--- config.mk ---
export PLATFORM = sky130hd
export DESIGN_NAME = fp_wb_arbiter
export DESIGN_NICKNAME = d
export VERILOG_FILES = /design/src/rtl/fp_wb_arbiter.sv
export SDC_FILE = /design/constraint.sdc
export NUM_CORES = 1
export LEC_CHECK = 0
export CORE_ASPECT_RATIO = 1.5
export CORE_UTILIZATION = 45
export CTS_CLUSTER_SIZE = 8
export DETAILED_ROUTE_END_ITERATION = 12
export PLACE_DENSITY = 0.86
export SETUP_SLACK_MARGIN = 0.05
export SLEW_MARGIN = 40
export SYNTH_ARGS = -nofsm -noshare
export SYNTH_HDL_FRONTEND = slang
export SYNTH_SLANG_ARGS = --single-unit
--- constraint.sdc ---
create_clock -name CLK -period 7.45 [get_ports CLK]
set_input_delay 1.1175 -clock CLK [delete_from_list [all_inputs] [get_ports CLK]]
set_output_delay 1.1175 -clock CLK [all_outputs]
set_load 0.01 [all_outputs]
--- src/rtl/fp_wb_arbiter.sv ---
// FP register-file write-back arbiter.
// Three result producers (0 = FMA/add, 1 = div/sqrt, 2 = FP load) hand results
// over valid/ready. A round-robin arbiter admits at most one result per cycle
// into an in-order FIFO whose head drives the single register-file write port.
// The write port holds still while the MEM/WB freeze is asserted. A mask of
// destinations still queued is exported for issue-side hazard checks.
module fp_wb_arbiter #(
    parameter int DEPTH = 4,
    parameter int PTR_W = 2
) (
    input  logic             CLK,
    input  logic             RST,
    input  logic [2:0]       SRC_VALID,
    output logic [2:0]       SRC_READY,
    input  logic [4:0]       SRC0_ADDR,
    input  logic [4:0]       SRC1_ADDR,
    input  logic [4:0]       SRC2_ADDR,
    input  logic [63:0]      SRC0_DATA,
    input  logic [63:0]      SRC1_DATA,
    input  logic [63:0]      SRC2_DATA,
    input  logic             SRC0_SP_DP,
    input  logic             SRC1_SP_DP,
    input  logic             SRC2_SP_DP,
    input  logic             FP__MEM_WB_Freeze,
    output logic             FP__Reg_Write_En__EX_MEM,
    output logic [4:0]       FP__RD_Write_Addr,
    output logic [63:0]      FP__RD_Write_Data,
    output logic             FP__SP_DP__EX_MEM,
    output logic [31:0]      WB_PENDING,
    output logic [PTR_W:0]   FIFO_COUNT
);

    localparam logic [PTR_W:0] DEPTH_C = (PTR_W + 1)'(DEPTH);

    logic [PTR_W:0]   count_q, count_d;
    logic [PTR_W-1:0] rd_ptr_q, wr_ptr_q;
    logic [1:0]       last_grant_q;

    logic [4:0]       addr_mem [DEPTH];
    logic [63:0]      data_mem [DEPTH];
    logic             dp_mem   [DEPTH];

    logic             head_en, pop, space, push;
    logic [2:0]       grant;
    logic [1:0]       grant_idx;
    logic [4:0]       push_addr;
    logic [63:0]      push_data;
    logic             push_dp;
    logic [PTR_W-1:0] age;
    logic [31:0]      pending;

    // First valid source in the priority order a, b, c wins.
    function automatic logic [2:0] pick3(input logic [2:0] v, input logic [1:0] a,
                                         input logic [1:0] b, input logic [1:0] c);
        logic [2:0] r;
        r = '0;
        if (v[a])      r[a] = 1'b1;
        else if (v[b]) r[b] = 1'b1;
        else if (v[c]) r[c] = 1'b1;
        return r;
    endfunction

    // Write-port enable, pop and free-space qualification.
    always_comb begin
        head_en = (count_q != '0) && !RST;
        pop     = head_en && !FP__MEM_WB_Freeze;
        space   = ((count_q < DEPTH_C) || pop) && !RST;
    end

    // Round-robin grant, scanning from the source after the last winner.
    always_comb begin
        // NOTE: every combinational output gets a default first, so no path leaves it unassigned and no latch is inferred.
        grant = '0;
        if (space) begin
            case (last_grant_q)
                2'd0:    grant = pick3(SRC_VALID, 2'd1, 2'd2, 2'd0);
                2'd1:    grant = pick3(SRC_VALID, 2'd2, 2'd0, 2'd1);
                default: grant = pick3(SRC_VALID, 2'd0, 2'd1, 2'd2);
            endcase
        end
    end

    // Encode the winner and select its payload for the FIFO write.
    always_comb begin
        push      = |grant;
        grant_idx = 2'd0;
        push_addr = SRC0_ADDR;
        push_data = SRC0_DATA;
        push_dp   = SRC0_SP_DP;
        if (grant[1]) begin
            grant_idx = 2'd1;
            push_addr = SRC1_ADDR;
            push_data = SRC1_DATA;
            push_dp   = SRC1_SP_DP;
        end else if (grant[2]) begin
            grant_idx = 2'd2;
            push_addr = SRC2_ADDR;
            push_data = SRC2_DATA;
            push_dp   = SRC2_SP_DP;
        end
        count_d = count_q + {{PTR_W{1'b0}}, push} - {{PTR_W{1'b0}}, pop};
    end

    // Pointer, occupancy and arbitration state; RST flushes the queue.
    always_ff @(posedge CLK) begin
        // NOTE: state registers use non-blocking assignments so every flop samples pre-edge values regardless of block order.
        if (RST) begin
            count_q      <= '0;
            rd_ptr_q     <= '0;
            wr_ptr_q     <= '0;
            last_grant_q <= 2'd2;
        end else begin
            count_q <= count_d;
            if (pop) rd_ptr_q <= rd_ptr_q + 1'b1;
            if (push) begin
                wr_ptr_q     <= wr_ptr_q + 1'b1;
                last_grant_q <= grant_idx;
            end
        end
    end

    // Result storage; an entry is written when its source is accepted.
    always_ff @(posedge CLK) begin
        // NOTE: the storage array has no reset; entries are only observed through count, so their contents never matter until written.
        if (push) begin
            addr_mem[wr_ptr_q] <= push_addr;
            data_mem[wr_ptr_q] <= push_data;
            dp_mem[wr_ptr_q]   <= push_dp;
        end
    end

    // Destination mask of the entries currently queued (head-relative age < count).
    always_comb begin
        pending = '0;
        age     = '0;
        for (int i = 0; i < DEPTH; i++) begin
            age = PTR_W'(i) - rd_ptr_q;
            if (({1'b0, age} < count_q) && !RST) pending = pending | (32'd1 << addr_mem[i]);
        end
    end

    assign SRC_READY                = grant;
    assign FP__Reg_Write_En__EX_MEM = head_en;
    assign FP__RD_Write_Addr        = addr_mem[rd_ptr_q];
    assign FP__RD_Write_Data        = data_mem[rd_ptr_q];
    assign FP__SP_DP__EX_MEM        = dp_mem[rd_ptr_q];
    assign WB_PENDING               = pending;
    assign FIFO_COUNT               = RST ? '0 : count_q;

endmodule

==> flow_metrics.env <==
export IMPL_synth_area_mm2=0.0135
export IMPL_chipWidth_um=144
export IMPL_path_clk_slew_ps=50
export IMPL_finClkSkew_ps=10.6
export IMPL_path_delay_family="buffers and inverters"
export IMPL_rows=77
export IMPL_cts_tree="built"
export IMPL_final_cells=1564
export IMPL_wl_per_cell_um=27.1
export IMPL_finalCritPeriodShare=0.619
export IMPL_hold_depth=2
export IMPL_synth_top_family_by_area="multiplexers"
export IMPL_synthSimpleGateAreaFrac=0.0994
export IMPL_postCtsSetupBuffers=0
export IMPL_die_h_um=214
export IMPL_drc=0
export IMPL_grt_pass1_vias=10200
export IMPL_status="complete, no violations"
export IMPL_wirelength_um=42500
export IMPL_fin_setup_tns_ps=0
export IMPL_syn_nets=1065
export IMPL_fp_coreArea_mm2=0.0295
export IMPL_synth_area_leaders="edfxtp_1 (62%), mux4_2 (12%), a221o_1 (5.2%)"
export IMPL_io_buffer_count=324
export IMPL_grt_first_pass_wirelength_um=62900
export IMPL_nets=1388
export IMPL_syn_inst=838
export IMPL_yosys_warnings=0
export IMPL_critPathKind="input port to output pin"
export IMPL_crit_path_start_kind="input port"
export IMPL_layout_min_cycle_time_ps=4610
export IMPL_cts_inserted_buffers=42
export IMPL_yosysSeqAreaShare=0.638
export IMPL_worst_slew_pin_slew_ps=916
export IMPL_clockBufferDepth=3
export IMPL_gp_congestion=0.985
export IMPL_syn_area_per_cell_um2=16.1
export IMPL_holdBufCountCts=0
export IMPL_cp_required_ps=6330
export IMPL_dominantRegCellSynth="edfxtp_1"
export IMPL_fillerInstances=2170
export IMPL_ys_types=56
export IMPL_leakagePower_uw=0.00617
export IMPL_synth_area_leader_cell="edfxtp_1"
export IMPL_setup_viol=0
export IMPL_overflow=0
export IMPL_drive_gt1_frac=0.141
export IMPL_sw_frac_of_total=0.279
export IMPL_relSlewSlack=0.389
export IMPL_avgViaCountPerCell=6.20
export IMPL_clock_sinks=291
export IMPL_ys_ff_latch=291
export IMPL_hp_class="flip-flop to flip-flop"
export IMPL_grt_setup_unrepaired="false"
export IMPL_dp_hpwl_um=29400
export IMPL_die_area_mm2=0.0308
export IMPL_clock_root_buffer="clkbuf_16"
export IMPL_firstDrtPassIters=5
export IMPL_cpPeakStageDelay_ps=570
export IMPL_max_freq_mhz=217
export IMPL_async_reset_ff_frac=0
export IMPL_reg2regPathDepth=6
export IMPL_ant_nets=0
export IMPL_crit_arrival_ps=3500
export IMPL_pwr_share_seq=0.413
export IMPL_h_tree_depth=2
export IMPL_drtIter0Drc=749
export IMPL_areaGrowthSynthToFinish_pct=35.7
export IMPL_cp_max_fo=26
export IMPL_powerDensity_mw_per_mm2=273
export IMPL_synthXorXnorAreaFrac=0.00324
export IMPL_slowest_stage="clkdlybuf4s50_1"
export IMPL_pin_count=325
export IMPL_max_cap_violations=0
export IMPL_synth_compound_area_frac=0.104
export IMPL_dp_cells=1511
export IMPL_finalHoldViolations=0
export IMPL_p_clk_frac=0.325
export IMPL_crit_chain="buf_2, buf_4, or3b_2, a211oi_4, a22oi_1, o211ai_1, clkdlybuf4s50_1"
export IMPL_vdd_ir_drop_max_mv=0.255
export IMPL_p_int_uw=3610
export IMPL_vias=9689
export IMPL_floorplan_initialDensity=0.459
export IMPL_switching_power_uw=1400
export IMPL_power_frac_comb=0.262
export IMPL_grt_max_degree=71
export IMPL_synthAdderAreaFrac=0.0107
export IMPL_antenna_found_initial=2
export IMPL_worst_path_stages=7
export IMPL_end_kind="output pin"
export IMPL_synth_edf_count=280
export IMPL_clock_latency_ps=520
export IMPL_synthMuxAreaShare=0.117
export IMPL_synth_top_area_share=0.622
export IMPL_cts_resized=0
export IMPL_crit_buf_inv=3
export IMPL_grt_usage=0.283
export IMPL_slew_violations=0
## layer usage
layer  GRT usage  up-vias  routed length, um
met5           0        -                  0
met4       0.171        0               2520
met3      0.0601      134               3230
met2       0.495      605              22400
met1       0.311     4797              14300
li1            -     4153                  -
## path summary, 6_finish.rpt
kind | to | slack, ps | from
min | wr_ptr_q[1] | 520 | wr_ptr_q[1]
max | WB_PENDING[28] | 2840 | RST
max reg2reg | addr_mem[2][3] | 4240 | count_q[2]
min reg2reg | wr_ptr_q[1] | 520 | wr_ptr_q[1]
## logic make-up after synthesis
family | count (synthesis)
AND/OR/NAND/NOR | 239
multiplexers | 71
XOR/XNOR | 5
flip-flops | 291
adder cells (fa/ha/maj) | 11
AO/OA/AOI/OAI | 145
buffers and inverters | 76
## tightest hold or removal path, stage by stage, from the launching register on
cell     delay, ps
dfxtp_1        340
nand2_1         70
a21oi_1         60
## flip-flops by register name (all words and copies together), names as in the netlist, named ones only
signal,count
last_grant_q,2
rd_ptr_q,2
data_mem,256
count_q,3
wr_ptr_q,2
addr_mem,20
dp_mem,4
## cells in the final DEF, fill, tap and decap left out, types with 2 or more instances in the layout
cell type        count
nand4b_1             2
a2111oi_4            4
buf_6                4
and3b_1              3
o211ai_1            15
and2_4               4
a32oi_1             25
dfxtp_4              2
mux4_2              70
nor2_1              19
and2_1               2
diode_2              2
nor3_2               2
xnor2_1              5
nand2_1             30
and3_1              71
a22oi_1              7
a21oi_4              2
clkbuf_16           42
clkdlybuf4s50_1    323
nand2b_1            11
o2111ai_1            2
edfxtp_1           280
ha_1                10
dfxtp_1              9
nor2b_1             15
buf_4                6
nand3_1             42
a221o_1             70
nor3_1              12
buf_12               7
nor3b_2              2
a21oi_1              5
nor4_1               2
inv_1               14
nand4_1              7
clkbuf_1             6
nor3b_1              5
## final cells by class
class                           count  area (um^2)  area share
Inverter                           14         52.6     0.00286
Multi-Input combinational cell    471         4600       0.251
Sequential cell                   291         8640       0.470
Clock inverter                      2         23.8     0.00130
Clock buffer                       48         1070      0.0585
Timing Repair Buffer              341         3470       0.189
Tap cell                          395          494      0.0269
Antenna cell                        2         5.00    0.000273
## stage by stage
stage | total power [uW] | cell area (um^2) | utilization | hold WS, ps | setup WS [ps]
finish | 5000 | 18400 | 0.623 | 522 | 2840
global route | 5180 | 18400 | 0.623 | 563 | 2650
CTS | 5020 | 18300 | 0.622 | 527 | 2880
detailed placement | 3390 | 17200 | 0.584 | 520 | 2880
global placement | 3350 | 17000 | 0.578 | 487 | 2040
floorplan | 2760 | 13500 | - | 469 | 3780
## power by group through the flow
stage	sequential, uW	combinational, uW	clock (uW)
floorplan	2040	720	0
global route	2080	1380	1720
CTS	2070	1300	1650
finish	2070	1310	1630
global placement	2090	1260	0
detailed placement	2100	1300	0
## synthesized netlist by cell type (2+ instances only)
cell type  count
a2111oi_2      2
a2111oi_4      3
a21oi_1        5
a21oi_2        2
a221o_1       70
a22oi_1        7
a32oi_1       25
and2_1         7
and3_1        71
and3b_1        3
buf_1          5
buf_2         28
buf_6          7
clkbuf_1      21
dfxtp_1       11
edfxtp_1     280
ha_1          10
inv_1         14
mux4_2        70
nand2_1       30
nand2b_1      11
nand3_1       42
nand4_1        7
nand4b_1       2
nor2_1        20
nor2b_1       15
nor3_1        14
nor3b_1        7
nor4_1         2
o2111ai_1      2
o211a_1        2
o211ai_1      15
xnor2_1        5
Note: power is estimated with default switching activity, not from simulation.
